--- config.mk ---
export PLATFORM = sky130hd
export DESIGN_NAME = ram_arbiter
export DESIGN_NICKNAME = d
export VERILOG_FILES = /design/src/rtl/ram_arbiter.sv
export SDC_FILE = /design/constraint.sdc
export NUM_CORES = 1
export LEC_CHECK = 0
export BUFFER_PORTS_ARGS = -buffer_cell sky130_fd_sc_hd__buf_2
export CAP_MARGIN = 5
export CORE_AREA = 2 2 88 90
export CTS_CLUSTER_DIAMETER = 150
export DETAILED_ROUTE_END_ITERATION = 8
export DIE_AREA = 0 0 90 92
export HOLD_SLACK_MARGIN = 0.06
export SETUP_SLACK_MARGIN = 0.15
export SLEW_MARGIN = 20
export SYNTH_ARGS = -nofsm -noshare
export SYNTH_HDL_FRONTEND = slang
export SYNTH_SLANG_ARGS = --single-unit
--- constraint.sdc ---
create_clock -name CLK -period 1.7 [get_ports CLK]
set_input_delay 0.085 -clock CLK [delete_from_list [all_inputs] [get_ports CLK]]
set_output_delay 0.085 -clock CLK [all_outputs]
set_load 0.05 [all_outputs]
--- src/rtl/ram_arbiter.sv ---
// Two-master arbiter for the single-port data RAM: round-robin with a burst cap,
// combinational grant, and read-valid returned one cycle after a granted read.
module ram_arbiter #(
   parameter int ADDR_W    = 8,
   parameter int DATA_W    = 32,
   parameter int MAX_BURST = 4
) (
   input  logic              CLK,
   input  logic              reset,
   input  logic              m0_req,
   input  logic              m0_we,
   input  logic [ADDR_W-1:0] m0_addr,
   input  logic [DATA_W-1:0] m0_wdata,
   output logic              m0_gnt,
   output logic              m0_rvalid,
   output logic [DATA_W-1:0] m0_rdata,
   input  logic              m1_req,
   input  logic              m1_we,
   input  logic [ADDR_W-1:0] m1_addr,
   input  logic [DATA_W-1:0] m1_wdata,
   output logic              m1_gnt,
   output logic              m1_rvalid,
   output logic [DATA_W-1:0] m1_rdata,
   output logic              ram_en,
   output logic              ram_we,
   output logic [ADDR_W-1:0] ram_addr,
   output logic [DATA_W-1:0] ram_wdata,
   input  logic [DATA_W-1:0] ram_rdata
);

   localparam logic [3:0] CAP = 4'(MAX_BURST);

   typedef enum logic [1:0] {IDLE, OWN0, OWN1} state_t;

   state_t     state, nstate;
   logic [3:0] cnt, ncnt;
   logic       lst, nlst;
   logic       win0, win1;

   always_ff @(posedge CLK or negedge reset) begin
      if (!reset) begin
         state <= IDLE;
         cnt   <= 4'd0;
         lst   <= 1'b1;
      end else begin
         state <= nstate;
         cnt   <= ncnt;
         lst   <= nlst;
      end
   end

   // Winner selection, then the owner/counter update it implies.
   always_comb begin
      win0   = 1'b0;
      win1   = 1'b0;
      nstate = state;
      ncnt   = cnt;
      nlst   = lst;
      if (reset) begin
         case (state)
            IDLE: begin
               if (m0_req && m1_req) begin
                  win0 = lst;
                  win1 = ~lst;
               end else begin
                  win0 = m0_req;
                  win1 = m1_req;
               end
            end
            OWN0: begin
               if (m0_req) begin
                  if (m1_req && cnt == CAP) win1 = 1'b1;
                  else                      win0 = 1'b1;
               end else begin
                  win1 = m1_req;
               end
            end
            OWN1: begin
               if (m1_req) begin
                  if (m0_req && cnt == CAP) win0 = 1'b1;
                  else                      win1 = 1'b1;
               end else begin
                  win0 = m0_req;
               end
            end
            default: ;
         endcase
      end
      if (win0) begin
         if (state == OWN0) begin
            ncnt = (cnt != 4'hF) ? cnt + 4'd1 : cnt;
         end else begin
            nstate = OWN0;
            ncnt   = 4'd1;
            nlst   = 1'b0;
         end
      end else if (win1) begin
         if (state == OWN1) begin
            ncnt = (cnt != 4'hF) ? cnt + 4'd1 : cnt;
         end else begin
            nstate = OWN1;
            ncnt   = 4'd1;
            nlst   = 1'b1;
         end
      end else begin
         nstate = IDLE;
         ncnt   = 4'd0;
      end
   end

   always_comb begin
      m0_gnt    = win0;
      m1_gnt    = win1;
      ram_en    = win0 | win1;
      ram_we    = 1'b0;
      ram_addr  = '0;
      ram_wdata = '0;
      if (win0) begin
         ram_we    = m0_we;
         ram_addr  = m0_addr;
         ram_wdata = m0_wdata;
      end else if (win1) begin
         ram_we    = m1_we;
         ram_addr  = m1_addr;
         ram_wdata = m1_wdata;
      end
   end

   always_ff @(posedge CLK or negedge reset) begin
      if (!reset) begin
         m0_rvalid <= 1'b0;
         m1_rvalid <= 1'b0;
      end else begin
         m0_rvalid <= win0 & ~m0_we;
         m1_rvalid <= win1 & ~m1_we;
      end
   end

   // RAM read data is already aligned with rvalid; no extra register.
   assign m0_rdata = ram_rdata;
   assign m1_rdata = ram_rdata;

endmodule

==> results of run 1 <==
timing repair:
item / in CTS / in global routing
pin swaps: 5 / 15
setup endpoints to repair: 48 / 48
hold buffers: 2 / 0
gates cloned: 4 / 2
setup buffers: 7 / 2
gates resized for setup: 105 / 20
endpoints found under the hold margin: 10 / 0
final cells by class:
class	count	area share (%)
inverters	4	0.498
clock buffers	4	1.49
multi-input cells	89	36.5
repair buffers	171	49.8
well taps	102	4.23
flip-flops and latches	9	7.55
state kept, by name, summed over array words and instances (netlist names):
| name | flops |
|---|---|
| state | 2 |
| lst | 1 |
| m1_rvalid | 1 |
| cnt | 4 |
| m0_rvalid | 1 |
placed cells by master, fill, tap and decap left out, types with 2 or more instances in the layout:
master         synthesis  final
nor2_1                 4      4
a22o_2                 0      2
buf_4                 65     22
buf_6                  5     30
nor3_2                 0      2
nand3_1                2      2
buf_8                  0     18
clkbuf_16              0      2
o21a_1                 2      2
a31oi_1                2      2
nand2_1                8      7
dlygate4sd3_1          0      2
inv_1                  4      2
buf_12                 0      7
a22o_4                 0     39
inv_2                  0      2
clkbuf_8               0      3
o21ai_1                0      2
dfrtp_1                8      7
nand3b_1               3      3
buf_2                  7     87
buf_16                 0      3
kinds of logic after synthesis:
group | count (synthesis)
xor gates and xnor gates | 1
AOI/OAI and AO/OA | 57
muxes | 1
buffers and inverters | 81
DFF | 9
adders and majority gates | 2
and+or+nand+nor | 28
path summary, 6_finish.rpt:
kind | start | end | slack (ns) | cells past startpoint
max in group asynchronous | reset | lst$_DFFE_PN1P_ | 1.16 | 3
min | m0_we | m0_rvalid$_DFF_PN0_ | 0.15 | 2
max | state[1]$_DFFE_PN0P_ | ram_wdata[4] | -0.46 | 7
min in group asynchronous | reset | cnt[0]$_DFF_PN0_ | 0.32 | 3
max reg2reg | cnt[0]$_DFF_PN0_ | m0_rvalid$_DFF_PN0_ | -0.04 | 8
min reg2reg | lst$_DFFE_PN1P_ | lst$_DFFE_PN1P_ | 0.51 | 2
per-layer routing:
layer / up-vias / part of all wire (%)
li1: 790 / -
met1: 773 / 36
met2: 85 / 53
met3: 26 / 8.7
met4: 0 / 2.9
met5: - / 0
through the flow:
stage | hold slack (ns) | setup WS (ns) | utilization (%) | TNS [ns] | area (um^2)
after floorplan | -0.211 | -0.127 | - | -5.05 | 1930
after global placement | 0.0406 | -0.269 | 31.4 | -10.33 | 2340
after detailed placement | 0.0468 | -0.305 | 31.4 | -11.13 | 2340
after CTS | 0.153 | -0.469 | 38.9 | -18.22 | 2900
after global routing | 0.155 | -0.511 | 40.5 | -20.43 | 3020
final | 0.153 | -0.464 | 40.5 | -18.22 | 3020
power by group through the flow:
stage	Sequential, mW	Combinational (mW)	Clock, mW
after floorplan	0.252	1.10	0
after global placement	0.250	0.960	0
after detailed placement	0.250	0.971	0
after CTS	0.246	1.21	0.271
after global routing	0.248	1.32	0.283
final	0.247	1.26	0.266
==> flow_summary_export.csv, run 1 <==
group,metric,value,unit
sta,clock_skew,0.000548,ns
sta,min_period,2.16,ns
route,drtPass1Iterations,4,
setup_path,cp_slowest_cell,"or4b_4",
synth,syn_avg_cell_area,8.53,um^2
clock_tree,clkSlewWorstSetupHoldPaths,0.05,ns
setup_path,crit_chain,"or4b_4 > o2111ai_4 > a31oi_4 > buf_12 > clkbuf_16 > a22o_4 > buf_12",
global_route,grt_max_degree,21,
synth,synth_top_family_by_area,"buffers and inverters",
synth,yosys.area.top_type_share,31.9,%
clock_tree,numCtsBuffers,3,
setup_path,crit_buf_inv,3,
route,ant_nets,0,
setup_path,required,1.62,ns
setup_path,worst_setup_path_start_kind,"flip-flop",
clock_tree,h-tree-depth,1,
synth,synthTopCellsByArea,"buf_4, a22o_1, dfrtp_1, buf_6, buf_2",
power,finalPower,1.77,mW
clock_tree,cts_buffer_depth,2,
setup_path,cp_data_arrival_time,2.08,ns
setup_path,cpLargestDelayFamily,"simple AND/OR/NAND/NOR gates",
cells_and_area,num_antenna_cells,0,
sta,hold_violations,0,
power,p_comb_share,71.1,%
placement,port_buffers,131,
setup_path,critPathKind,"flip-flop to output port",
synth,synth.yosys.seq_area_share,14.8,%
floorplan,dieArea,8280,um^2
synth,synth_xor_area_share,0.573,%
cells_and_area,area_growth,97.5,%
sta,layout_setup_ws,-0.464,ns
synth,synthCells,179,
floorplan,start_util,20.5,%
route,drt-total-wl,6.06,mm
sta,timing.final.crit_share,127,%
floorplan,rows,32,
sta,max_clock_freq,0.462,GHz
placement,gp_congestion,0.783,
route,routed_via_density,4.42,
power,clock_power_share,15.0,%
floorplan,num_io_pins,228,
sta,tightestPinTransition,0.307,ns
synth,synth_nets,299,
setup_path,crit_fanout,5,
clock_tree,insertion_delay,0.24,ns
cells_and_area,drive_gt1_share,82.7,%
sta,drv_slew,0,
cells_and_area,fillers,716,
setup_path,crit_path_frequent_cell,"buf_12",
clock_tree,cts_tree,"done",
job,max_cap_viol_count,0,
power,swShare,43.3,%
cells_and_area,layout.nets,398,
floorplan,die_w,90,um
cells_and_area,seq_area,228,um^2
route,drcViolationCount,0,
synth,synth-seq-cells,9,
status,violations,"negative setup slack",
route,drtIter0Drc,44,
power,power_density,588,nW/um^2
synth,yosysMostFrequentCell,"buf_4",
status,status,"finished with violations",
power,internal-power,1.01,mW
global_route,grt_pass1_wl,8.59,mm
placement,dpl.hpwl,4.19,mm
synth,netlist_area,1530,um^2
synth,synth_ff_type,"dfrtp_1",
power,sequentialPowerShare,13.9,%
floorplan,die_h,92,um
power,netSwitchingPower,0.767,mW
clock_tree,cts.sinks,9,
synth,synth.largest_area_cell,"buf_4",
power,peakVddDrop,0.217,mV
synth,synth_edf_count,0,
sta,relSlewSlack,79.5,%
global_route,grt_antenna_before_repair,0,
cells_and_area,multi_input_area,1100,um^2
synth,synthTopCellsByCount,"buf_4, a22o_1, dfrtp_1, nand2_1, buf_2",
route,via_count,1674,
synth,ys_types,34,
global_route,grt-busiest-layer,"met2",
clock_tree,root_buffer,"clkbuf_8",
placement,dpl.cell_count,359,
setup_path,cpPeakStageDelay,0.51,ns
global_route,use_met3,3.78,%
global_route,track_usage,13.0,%
min_path,hold_class,"input port to flip-flop",
global_route,use_met2,23.4,%
power,power_leakage,1.52,nW
synth,muxShareOfSynthArea,0.655,%
setup_path,critPathCaptureType,"output port",
sta,grt_setup_unrepaired,"true",
sta,setup_violations,44,
synth,synth_compound_area_share,33.0,%
floorplan,coreArea,7450,um^2
synth,ys_warn_count,0,
synth,synthArstFlopShare,100,%
global_route,use_met1,13.8,%
synth,synthAdderAreaFrac,1.64,%
cells_and_area,finalNonFillerCells,379,
global_route,grt-ovfl-total,0,
synth,synth-simple-area-share,10.4,%
route,wl_per_cell,16.0,um
global_route,grt_pass1_vias,1762,
Power figures use the tool's default switching activity.
==> inputs of run 2 (changes only) <==
--- a/config.mk
+++ b/config.mk
@@ -13,6 +13,7 @@
 export DIE_AREA = 0 0 90 92
 export HOLD_SLACK_MARGIN = 0.06
 export SETUP_SLACK_MARGIN = 0.15
+export SKIP_CTS_REPAIR_TIMING = 1
 export SLEW_MARGIN = 20
 export SYNTH_ARGS = -nofsm -noshare
 export SYNTH_HDL_FRONTEND = slang
==> flow_summary_export.csv, run 2 (synthesis gave the netlist of run 1 again) <==
group,metric,value,unit
clock_tree,numCtsBuffers,3,
cells_and_area,fillers,739,
clock_tree,cts_tree,"done",
clock_tree,clkSlewWorstSetupHoldPaths,0.05,ns
sta,timing.final.crit_share,127,%
route,drtIter0Drc,28,
route,wl_per_cell,15.9,um
global_route,grt_pass1_vias,1584,
clock_tree,h-tree-depth,1,
sta,clock_skew,0.000731,ns
sta,grt_setup_unrepaired,"true",
clock_tree,root_buffer,"clkbuf_8",
cells_and_area,num_antenna_cells,0,
clock_tree,cts.sinks,9,
setup_path,critPathCaptureType,"output port",
route,drtPass1Iterations,4,
cells_and_area,regMostFlops,"cnt",
cells_and_area,drive_gt1_share,82.4,%
setup_path,critPathKind,"flip-flop to output port",
job,max_cap_viol_count,0,
sta,tightestPinTransition,0.262,ns
sta,layout_setup_ws,-0.453,ns
setup_path,crit_fanout,7,
min_path,whs_path_depth,3,
cells_and_area,multi_input_area,1110,um^2
clock_tree,insertion_delay,0.24,ns
global_route,track_usage,11.1,%
placement,gp_congestion,0.783,
cells_and_area,layout.cells.most_common,"buf_2",
route,drt-total-wl,5.96,mm
cells_and_area,seq_area,228,um^2
global_route,grt_max_degree,40,
setup_path,crit_chain,"or4b_4 > o2111ai_4 > a31oi_4 > buf_12 > clkbuf_16 > a22o_4 > buf_6",
setup_path,ff2ff_path_depth,6,
route,drcViolationCount,0,
power,finalPower,1.70,mW
route,via_count,1681,
cells_and_area,layout.nets,393,
power,peakVddDrop,0.204,mV
status,status,"finished with violations",
clock_tree,cts_buffer_depth,2,
floorplan,num_io_pins,228,
cells_and_area,final_area,2870,um^2
sta,drv_slew,0,
sta,hold_violations,0,
global_route,grt_antenna_before_repair,0,
cells_and_area,layout_common_cells,"buf_2, buf_6, a22o_4",
status,violations,"negative setup slack",
floorplan,rows,32,
sta,min_period,2.15,ns
floorplan,die_w,90,um
setup_path,required,1.62,ns
floorplan,die_h,92,um
power,power_density,593,nW/um^2
placement,placedInstanceArea,2340,um^2
setup_path,worst_setup_path_start_kind,"flip-flop",
cells_and_area,area_growth,87.7,%
setup_path,cpPeakStageDelay,0.52,ns
route,routed_via_density,4.49,
sta,relSlewSlack,82.0,%
floorplan,coreArea,7450,um^2
cells_and_area,reg_top3,"cnt: 4 flops, state: 2 flops",
power,power_leakage,1.46,nW
min_path,hold_class,"input port to flip-flop",
cells_and_area,largest_register_ffs,4,
floorplan,dieArea,8280,um^2
sta,max_clock_freq,0.465,GHz
placement,dpl.hpwl,4.19,mm
sta,setup_violations,44,
global_route,grt-ovfl-total,0,
floorplan,start_util,20.5,%
route,ant_nets,0,
global_route,grt_pass1_wl,7.50,mm
setup_path,cp_slowest_cell,"or4b_4",
setup_path,cp_data_arrival_time,2.07,ns
placement,port_buffers,131,
run 2: changes by cell type in the layout (fill, tap and decap cells not counted), sizes merged:
| cell | previous run | this run |
|---|---|---|
| buf | 167 | 162 |
run 2: worst paths after layout:
kind                                 startpoint             endpoint  slack, ns
setup / recovery           state[1]$_DFFE_PN0P_        ram_wdata[18]      -0.45
max in group asynchronous                 reset      lst$_DFFE_PN1P_       1.14
setup reg to reg           state[1]$_DFFE_PN0P_  m0_rvalid$_DFF_PN0_      -0.03
min in group asynchronous                 reset     cnt[1]$_DFF_PN0_       0.33
hold reg to reg                 lst$_DFFE_PN1P_      lst$_DFFE_PN1P_       0.50
hold / removal                           m1_req      lst$_DFFE_PN1P_       0.16
run 2: power by group:
part	internal [mW]	switching (mW)
registers	0.234	0.0147
clock network	0.164	0.0942
logic	0.552	0.640
run 2: per-layer routing:
| metal | wire (um) | GRT usage, % |
|---|---|---|
| met1 | 2120 | 11.9 |
| met4 | 163 | 6.54 |
| met3 | 558 | 3.70 |
| met5 | 0 | 0 |
| met2 | 3120 | 19.2 |
run 2: layout make-up:
class	instances	area share, %
multi-input combinational	89	38.6
timing repair buffer	166	46.9
clock buffer	4	1.57
tap	102	4.45
inverter	4	0.524
sequential	9	7.94
run 2: per-stage QoR:
| step | utilization (%) | instances | hold slack [ns] | TNS [ns] | setup slack [ns] |
|---|---|---|---|---|---|
| 2_1_floorplan | - | 179 | -0.211 | -5.05 | -0.127 |
| 3_3_place_gp | 31.4 | 359 | 0.0406 | -10.33 | -0.269 |
| 3_5_place_dp | 31.4 | 359 | 0.0468 | -11.13 | -0.305 |
| 4_1_cts | 32.0 | 363 | -0.211 | -23.15 | -0.583 |
| 5_1_grt | 38.5 | 374 | 0.157 | -20.10 | -0.485 |
| 6_report | 38.5 | 374 | 0.157 | -18.52 | -0.453 |
run 2: critical path: cells and delay by family (launching register included):
kind	cells	cell delay, ns
DFF	1	0.46
and+or+nand+nor	1	0.52
AOI/OAI and AO/OA	3	0.37
buffers and inverters	3	0.47
==> inputs of run 3 (changes only) <==
--- a/config.mk
+++ b/config.mk
@@ -12,7 +12,7 @@
 export DETAILED_ROUTE_END_ITERATION = 8
 export DIE_AREA = 0 0 90 92
 export HOLD_SLACK_MARGIN = 0.06
-export SETUP_SLACK_MARGIN = 0.15
+export PLACE_DENSITY = 0.64
 export SKIP_CTS_REPAIR_TIMING = 1
 export SLEW_MARGIN = 20
 export SYNTH_ARGS = -nofsm -noshare
==> flow_summary_export.csv, run 3 (synthesis gave the netlist of run 1 again) <==
group,metric,value,unit
clock_tree,cts.sinks,9,
placement,dpl.hpwl,4.30,mm
placement,placedInstanceArea,2290,um^2
sta,tns,-17.29,ns
setup_path,worst_setup_path_start_kind,"flip-flop",
setup_path,critPathCaptureType,"output port",
clock_tree,cts_tree,"done",
status,violations,"negative setup slack",
floorplan,die_h,92,um
placement,port_buffers,131,
global_route,grt_pass1_vias,1437,
cells_and_area,layout_common_cells,"buf_2, a22o_4, buf_8",
clock_tree,h-tree-depth,1,
route,via_count,1650,
sta,clock_skew,0.00259,ns
setup_path,crit_fanout,9,
cells_and_area,final_area,2950,um^2
placement,gp_congestion,0.863,
cells_and_area,area_growth,92.9,%
global_route,grt_pass1_wl,7.44,mm
cells_and_area,num_antenna_cells,0,
power,finalPower,1.73,mW
sta,relSlewSlack,78.2,%
cells_and_area,largest_register_ffs,4,
status,status,"finished with violations",
global_route,grt-ovfl-total,0,
cells_and_area,regMostFlops,"cnt",
placement,pre_cts_ws,-0.292,ns
floorplan,rows,32,
route,ant_nets,0,
clock_tree,clkSlewWorstSetupHoldPaths,0.05,ns
route,drt-total-wl,6.07,mm
min_path,hold_class,"input port to flip-flop",
power,power_density,586,nW/um^2
route,drtPass1Iterations,4,
cells_and_area,reg_top3,"cnt: 4 flops, state: 2 flops",
clock_tree,cts_buffer_depth,2,
cells_and_area,postLayoutCoreUtil,39.6,%
setup_path,cp_data_arrival_time,2.07,ns
sta,grt_setup_unrepaired,"true",
sta,tightestPinTransition,0.327,ns
cells_and_area,finalNonFillerCells,371,
global_route,track_usage,11.1,%
power,power_leakage,1.48,nW
sta,drv_slew,0,
cells_and_area,drive_gt1_share,81.0,%
clock_tree,insertion_delay,0.23,ns
placement,dpl.cell_count,357,
setup_path,required,1.62,ns
cells_and_area,layout.cells.most_common,"buf_2",
cells_and_area,layout.nets,390,
route,routed_via_density,4.45,
job,max_cap_viol_count,0,
sta,layout_setup_ws,-0.453,ns
sta,timing.final.crit_share,127,%
floorplan,die_w,90,um
global_route,grt_antenna_before_repair,0,
sta,min_period,2.15,ns
global_route,grt_max_degree,35,
route,wl_per_cell,16.3,um
power,peakVddDrop,0.181,mV
floorplan,coreArea,7450,um^2
floorplan,start_util,20.5,%
clock_tree,root_buffer,"clkbuf_8",
sta,max_clock_freq,0.465,GHz
sta,whs,0.143,ns
floorplan,num_io_pins,228,
route,drtIter0Drc,22,
floorplan,dieArea,8280,um^2
setup_path,critPathKind,"flip-flop to output port",
route,drcViolationCount,0,
sta,hold_violations,0,
sta,setup_violations,44,
clock_tree,numCtsBuffers,3,
## run 3: cell types whose count changed in the layout (fill, tap and decap cells not counted), sizes merged
cell,delta
buf,-4
clkbuf,+1
## run 3: critical path, cell delays in order (launching register included)
cell       delay (ns)
dfrtp_1          0.37
or4b_1           0.58
o2111ai_4        0.11
a31oi_4          0.07
buf_12           0.16
clkbuf_16        0.17
a22o_4           0.22
buf_8            0.15
## run 3: worst paths after layout
check,start,endpoint,slack [ns],cells after the start
setup / recovery,state[0]$_DFFE_PN0P_,ram_wdata[29],-0.45,7
hold / removal,m1_req,lst$_DFFE_PN1P_,0.14,3
setup reg to reg,cnt[0]$_DFF_PN0_,m0_rvalid$_DFF_PN0_,-0.02,8
hold reg to reg,lst$_DFFE_PN1P_,lst$_DFFE_PN1P_,0.49,2
max in group asynchronous,reset,lst$_DFFE_PN1P_,1.13,3
min in group asynchronous,reset,state[0]$_DFFE_PN0P_,0.34,3
## run 3: per-layer routing
layer | up-vias | track usage, % | share of wire, %
li1 | 770 | - | -
met4 | 0 | 6.41 | 3.4
met5 | - | 0 | 0
met2 | 85 | 17.7 | 51
met3 | 37 | 3.62 | 8.3
met1 | 758 | 13.1 | 37
## run 3: layout make-up
class / instances / area [um^2]
clock buffer: 4 / 45.0
timing repair buffer: 163 / 1410
multi-input combinational: 89 / 1120
fill: 730 / 4500
inverter: 4 / 15.0
tap: 102 / 128
sequential: 9 / 226
## run 3: power by group
group	switching [mW]	internal, mW	total, mW
clock	0.0828	0.163	0.246
sequential	0.00843	0.233	0.242
combinational	0.655	0.584	1.24
